<file path="config.mk">
export PLATFORM = sky130hd
export DESIGN_NAME = pixel_spike_encoder
export DESIGN_NICKNAME = d
export VERILOG_FILES = /design/src/rtl/pixel_spike_encoder.sv
export SDC_FILE = /design/constraint.sdc
export NUM_CORES = 1
export LEC_CHECK = 0
export ABC_AREA = 1
export CAP_MARGIN = 20
export CORE_UTILIZATION = 50
export CTS_CLUSTER_SIZE = 28
export DETAILED_ROUTE_END_ITERATION = 16
export PLACE_DENSITY = 0.77
export SETUP_SLACK_MARGIN = 0.5
export SLEW_MARGIN = 10
export SYNTH_ARGS = -nofsm -noshare
export SYNTH_HDL_FRONTEND = slang
export SYNTH_SLANG_ARGS = --single-unit
</file>
<file path="constraint.sdc">
create_clock -name clk -period 1.71 [get_ports clk]
set_input_delay 0.2565 -clock clk [delete_from_list [all_inputs] [get_ports clk]]
set_output_delay 0.2565 -clock clk [all_outputs]
set_load 0.005 [all_outputs]
</file>
<file path="src/rtl/pixel_spike_encoder.sv">
// Rate-codes a captured frame of pixel intensities into per-timestep spike vectors
// using one phase accumulator per pixel; the accumulator carry is the spike.
module pixel_spike_encoder #(
    parameter int unsigned N_PIX   = 5,
    parameter int unsigned PIX_W   = 8,
    parameter int unsigned N_STEPS = 16,
    localparam int unsigned STEP_W = $clog2(N_STEPS + 1)
) (
    input  logic                     clk,
    input  logic                     reset,
    input  logic                     pulse,
    input  logic                     start,
    input  logic                     abort,
    input  logic [N_PIX*PIX_W-1:0]   pixels_in,
    output logic [N_PIX-1:0]         pixel_spk,
    output logic                     spk_valid,
    output logic                     busy,
    output logic                     done,
    output logic [STEP_W-1:0]        step_cnt
);

    typedef enum logic {
        IDLE = 1'b0,
        RUN  = 1'b1
    } state_e;

    state_e state_q, state_d;

    logic [N_PIX-1:0][PIX_W-1:0] pix_q, pix_d;
    logic [N_PIX-1:0][PIX_W-1:0] acc_q, acc_d;
    logic [N_PIX-1:0][PIX_W:0]   sum_c;
    logic [N_PIX-1:0]            spk_q, spk_d;
    logic                        valid_q, valid_d;
    logic                        busy_q, busy_d;
    logic                        done_q, done_d;
    logic [STEP_W-1:0]           step_q, step_d;
    logic                        last_step_c;

    assign last_step_c = (step_q == STEP_W'(N_STEPS));

    // Per-pixel accumulate, one bit wider so the top bit is the carry/spike.
    always_comb begin
        for (int i = 0; i < int'(N_PIX); i++) begin
            sum_c[i] = (PIX_W + 1)'(acc_q[i]) + (PIX_W + 1)'(pix_q[i]);
        end
    end

    // State register.
    always_ff @(posedge clk or negedge reset) begin
        if (!reset) begin
            state_q <= IDLE;
        end else begin
            state_q <= state_d;
        end
    end

    // Next-state logic; abort outranks the terminating pulse.
    always_comb begin
        state_d = state_q;
        case (state_q)
            IDLE: if (start) state_d = RUN;
            RUN: begin
                if (abort) begin
                    state_d = IDLE;
                end else if (pulse && last_step_c) begin
                    state_d = IDLE;
                end
            end
        endcase
    end

    // Datapath and registered-output next values.
    always_comb begin
        pix_d   = pix_q;
        acc_d   = acc_q;
        step_d  = step_q;
        spk_d   = spk_q;
        valid_d = 1'b0;
        done_d  = 1'b0;
        busy_d  = (state_d == RUN);
        case (state_q)
            IDLE: begin
                spk_d = '0;
                if (start) begin
                    pix_d  = pixels_in;
                    acc_d  = '0;
                    step_d = '0;
                end
            end
            RUN: begin
                if (abort) begin
                    spk_d  = '0;
                    acc_d  = '0;
                    step_d = '0;
                end else if (pulse) begin
                    if (!last_step_c) begin
                        for (int i = 0; i < int'(N_PIX); i++) begin
                            acc_d[i] = sum_c[i][PIX_W-1:0];
                            spk_d[i] = sum_c[i][PIX_W];
                        end
                        step_d  = step_q + STEP_W'(1);
                        valid_d = 1'b1;
                    end else begin
                        spk_d  = '0;
                        done_d = 1'b1;
                    end
                end
            end
        endcase
    end

    // Datapath and output registers.
    always_ff @(posedge clk or negedge reset) begin
        if (!reset) begin
            pix_q   <= '0;
            acc_q   <= '0;
            step_q  <= '0;
            spk_q   <= '0;
            valid_q <= 1'b0;
            busy_q  <= 1'b0;
            done_q  <= 1'b0;
        end else begin
            pix_q   <= pix_d;
            acc_q   <= acc_d;
            step_q  <= step_d;
            spk_q   <= spk_d;
            valid_q <= valid_d;
            busy_q  <= busy_d;
            done_q  <= done_d;
        end
    end

    assign pixel_spk = spk_q;
    assign spk_valid = valid_q;
    assign busy      = busy_q;
    assign done      = done_q;
    assign step_cnt  = step_q;

endmodule

</file>
==> flow_results.org <==
** Run status
- Outcome :: completed

** Floorplanning
- Once the floorplan was initialized, standard cells occupied 52.3% of the core.
- Core Rows :: 37
- The die covers 0.0114 sq mm.
- 58 I/O pins were placed.
- Horiz. Die Dim :: 107 um
- DIE HEIGHT :: 107 um
- The total area inside the core boundary comes to 0.0105 sq mm.

** STA
- Across all hold checks on the routed design, the worst slack comes to 0.402 ns.
- Setup repair after global routing could not meet its margin everywhere.
- For this run, the top clock speed supported by timing is 608 MHz.
- Fin. max-slew vios :: 0
- Adding up every negative setup slack in the final design gives 0 ns.
- Transition time at the pin with the least slew margin :: 0.284 ns
- The worst path in the final design needs a cycle of 1.64 ns, including I/O delays and setup.
- Relative max-transition margin :: 81.1%
- Once routing completed, OpenROAD measured the worst setup slack at 0.0666 ns.
- For the final database, setup skew stands at 0.0179 ns.
- Final Cycle Share :: 96.1%
- Number of failing setup endpoints in the final timing report :: 0
- The final hold violation count is 0.

** Final layout
- Layout net count :: 848
- Filler Cells Inserted :: 558
- With fillers left out, the area of the finished cells amounts to 0.00809 sq mm.
- Layout Cells excl Fill :: 897
- 0 antenna diodes ended up in the layout.
- Utilization after layout :: 77.3%
- Fraction of final layout cells with drive strength greater than 1 :: 39.3%
- Area added between synthesis and finish :: 47.7%

** Global routing
- Overall global routing resource usage :: 25.8%
- The via count of the first global-routing pass is 4784.
- The first global-routing pass estimated 22500 um of wire.
- Antenna violations before repair :: 0
- Overflow left after global routing :: 0
- Entering global routing, the biggest net connects 48 pins.

** Power
- Maximum vdd ir drop :: 0.656 mV
- The analysis attributes to cell leakage a power of 4.05 nW.
- The design draws 10.3 mW.
- In this run the power density over the cells is 1270 mW/mm^2.

** Worst setup path
- Arr. time, crit path :: 1.96 ns
- By instance count, the cell type seen most on the critical path is sky130_fd_sc_hd__nand2_4.
- STA classifies the critical path startpoint as a flip-flop.
- Walking the worst path, the cells encountered are buf_6 -> inv_4 -> ha_4 -> nand3_4 -> nand2_4 -> nor2_8 -> buf_12 -> nand2_4 -> o21ai_2.
- Kind of end point of the critical path :: flip-flop
- STA puts the critical path data required time at 2.02 ns.
- Among all stages on the critical path, the largest delay is contributed by sky130_fd_sc_hd__dfrtp_1.
- Crit path kind :: flip-flop to flip-flop
- Along the worst path, the maximum fanout reaches 8.
- In this design, the stage delay of the slowest critical-path cell is 0.40 ns.

** Clock tree
- Longest Clk Path Bufs :: 2
- CTS clock-pin slew for the worst setup and hold paths :: 0.10 ns
- Clock latency at the later pin of the worst-skew pair :: 0.38 ns
- Clk Tree Root Cell :: sky130_fd_sc_hd__clkbuf_8
- TritonCTS built the clock tree.
- Depth of the CTS H-tree :: 3
- CTS saw 93 sinks.
- Total CTS buffers :: 9

** Detailed routing
- Detailed routing inserted a total of 5179 vias.
- The first detailed-routing pass took 7 iterations.
- Count of routing violations after the opening detailed-route iteration :: 444
- After detailed routing, the average wire length per cell comes to 19.7 um.
- Remaining DRCs :: 0
- Routed vias/inst :: 5.77
- Residual antenna-violating net count after detailed routing :: 0
- The routed design has 17700 um of wire.

** Yosys
- Number of flip-flops and latches in the synthesized netlist :: 93
- Yosys top cell by area :: sky130_fd_sc_hd__dfrtp_1
- Count of unique library cells instantiated by Yosys :: 26
- Total nets after synthesis :: 725
- Area share of the leading cell type in the synthesized netlist :: 42.5%
- Sorting the synthesized cells by area gives the leading types as sky130_fd_sc_hd__dfrtp_1, sky130_fd_sc_hd__nand2_1, sky130_fd_sc_hd__ha_1, sky130_fd_sc_hd__mux2_2, sky130_fd_sc_hd__inv_1.
- Mapped cell area :: 0.00548 sq mm
- Number of instances in the synthesized netlist :: 633
- Most used flip-flop cell after synthesis :: sky130_fd_sc_hd__dfrtp_1
- In this run, synthesis inferred 0 flip-flops with an integrated enable.
- Mean instance size in the synthesized netlist :: 8.65 sq um
- Sequential elements use 42.5% of the synthesized area.
- Yosys printed 0 warnings.
- After synthesis, the share of flip-flops with an asynchronous set or reset is 100%.

** Placement
- Cells after DPL :: 823
- Final weighted congestion in routability-driven placement :: 0.861
- Port Buffers :: 57
- Pre-CTS WS :: 0.0158 ns
- Summing all placed instances gives a cell area of 0.00652 sq mm.
- Placed wire-length estimate after detailed placement :: 7990 um

** Job
- Number of max-cap violations :: 0

** Hold path
- Class of the tightest hold or removal check :: primary input to async pin
## cells in the mapped netlist, types with 3 or more instances
cell type                 instances
sky130_fd_sc_hd__o21ai_1         10
sky130_fd_sc_hd__nor2_1          19
sky130_fd_sc_hd__fa_1             5
sky130_fd_sc_hd__nand4_1          9
sky130_fd_sc_hd__a21oi_1         25
sky130_fd_sc_hd__buf_6           12
sky130_fd_sc_hd__mux2_2          40
sky130_fd_sc_hd__nand3_1         48
sky130_fd_sc_hd__nand2_2          7
sky130_fd_sc_hd__o21ai_2          7
sky130_fd_sc_hd__ha_1            42
sky130_fd_sc_hd__o21ai_0          7
sky130_fd_sc_hd__nand2_1        227
sky130_fd_sc_hd__dfrtp_1         93
sky130_fd_sc_hd__nand2_4          3
sky130_fd_sc_hd__inv_1           68
## worst max-delay path: cells and delay by family, from the launching register on
family / cells / cell delay [ns]
flops: 1 / 0.40
simple gates: 4 / 0.46
fa+ha+maj: 1 / 0.17
buf+inv: 3 / 0.35
compound gates: 1 / 0.16
## registers in the layout, indices dropped and copies added (netlist names)
signal	flops
acc_q	40
busy	1
done	1
pix_q	40
pixel_spk	5
spk_valid	1
step_cnt	5
## path summary, 6_finish.rpt
kind / end / from / cells past startpoint / slack, ns
max reg2reg: acc_q[35] / step_cnt[1] / 9 / 0.07
max: acc_q[35] / step_cnt[1] / 9 / 0.07
min reg2reg: acc_q[7] / acc_q[7] / 2 / 0.48
min in group clk: pix_q[34] / pixels_in[34] / 2 / 0.48
max in group asynchronous: acc_q[22] / reset / 3 / 1.05
min: acc_q[30] / reset / 3 / 0.40
## logic make-up after synthesis
group | Yosys count | share of synthesized area (%)
flops | 93 | 42.5
fa+ha+maj | 47 | 11.4
compound gates | 50 | 5.12
buf+inv | 83 | 7.72
simple gates | 320 | 25.0
mux | 40 | 8.23
## area by class of cell
| class | instances | area, sq um | share of cell area, % |
|---|---|---|---|
| Multi-Input combinational cell | 457 | 3560 | 44.0 |
| Sequential cell | 93 | 2340 | 28.9 |
| Timing Repair Buffer | 126 | 1540 | 19.1 |
| Inverter | 69 | 277 | 3.42 |
| Clock buffer | 15 | 176 | 2.18 |
| Tap cell | 136 | 170 | 2.10 |
| Clock inverter | 1 | 30.0 | 0.371 |
## layout by cell type (no fill, tap or decap), types with 4 or more instances in the layout
cell / n
sky130_fd_sc_hd__o21ai_2: 16
sky130_fd_sc_hd__nor2_4: 4
sky130_fd_sc_hd__ha_1: 11
sky130_fd_sc_hd__nand2_2: 37
sky130_fd_sc_hd__o21ai_1: 6
sky130_fd_sc_hd__ha_4: 26
sky130_fd_sc_hd__a21oi_2: 8
sky130_fd_sc_hd__nand3_1: 25
sky130_fd_sc_hd__clkbuf_8: 12
sky130_fd_sc_hd__buf_16: 9
sky130_fd_sc_hd__nand4_1: 9
sky130_fd_sc_hd__a21oi_1: 17
sky130_fd_sc_hd__nand2_4: 17
sky130_fd_sc_hd__dfrtp_2: 7
sky130_fd_sc_hd__nor2_1: 14
sky130_fd_sc_hd__buf_2: 8
sky130_fd_sc_hd__nand3_2: 20
sky130_fd_sc_hd__clkbuf_16: 5
sky130_fd_sc_hd__ha_2: 5
sky130_fd_sc_hd__dfrtp_1: 86
sky130_fd_sc_hd__buf_12: 14
sky130_fd_sc_hd__buf_4: 27
sky130_fd_sc_hd__inv_1: 64
sky130_fd_sc_hd__mux2_2: 39
sky130_fd_sc_hd__clkdlybuf4s50_1: 43
sky130_fd_sc_hd__fa_2: 5
sky130_fd_sc_hd__buf_6: 16
sky130_fd_sc_hd__nand2_1: 180
sky130_fd_sc_hd__nor2_2: 4
## per-layer routing
layer / vias to the layer above / global-route usage [%] / wire length (um)
li1: 2296 / - / -
met1: 2500 / 31.4 / 6830
met2: 280 / 44.2 / 8720
met3: 103 / 3.59 / 1060
met4: 0 / 13.6 / 1070
met5: - / 0 / 0
## report_power, final
group	internal, mW	leakage, nW	total (mW)	switching [mW]
clock network	0.800	0.104	1.58	0.783
registers	2.74	1.18	3.32	0.586
logic	2.63	2.77	5.41	2.77
## timing repair
action,CTS,global route
setup endpoints to repair,104,97
buffers inserted,30,13
cloned,9,5
pin swaps,25,47
gates resized for setup,94,115
hold buffers,1,0
endpoints found under the hold margin,93,0
(Power assumes the default switching activity.)
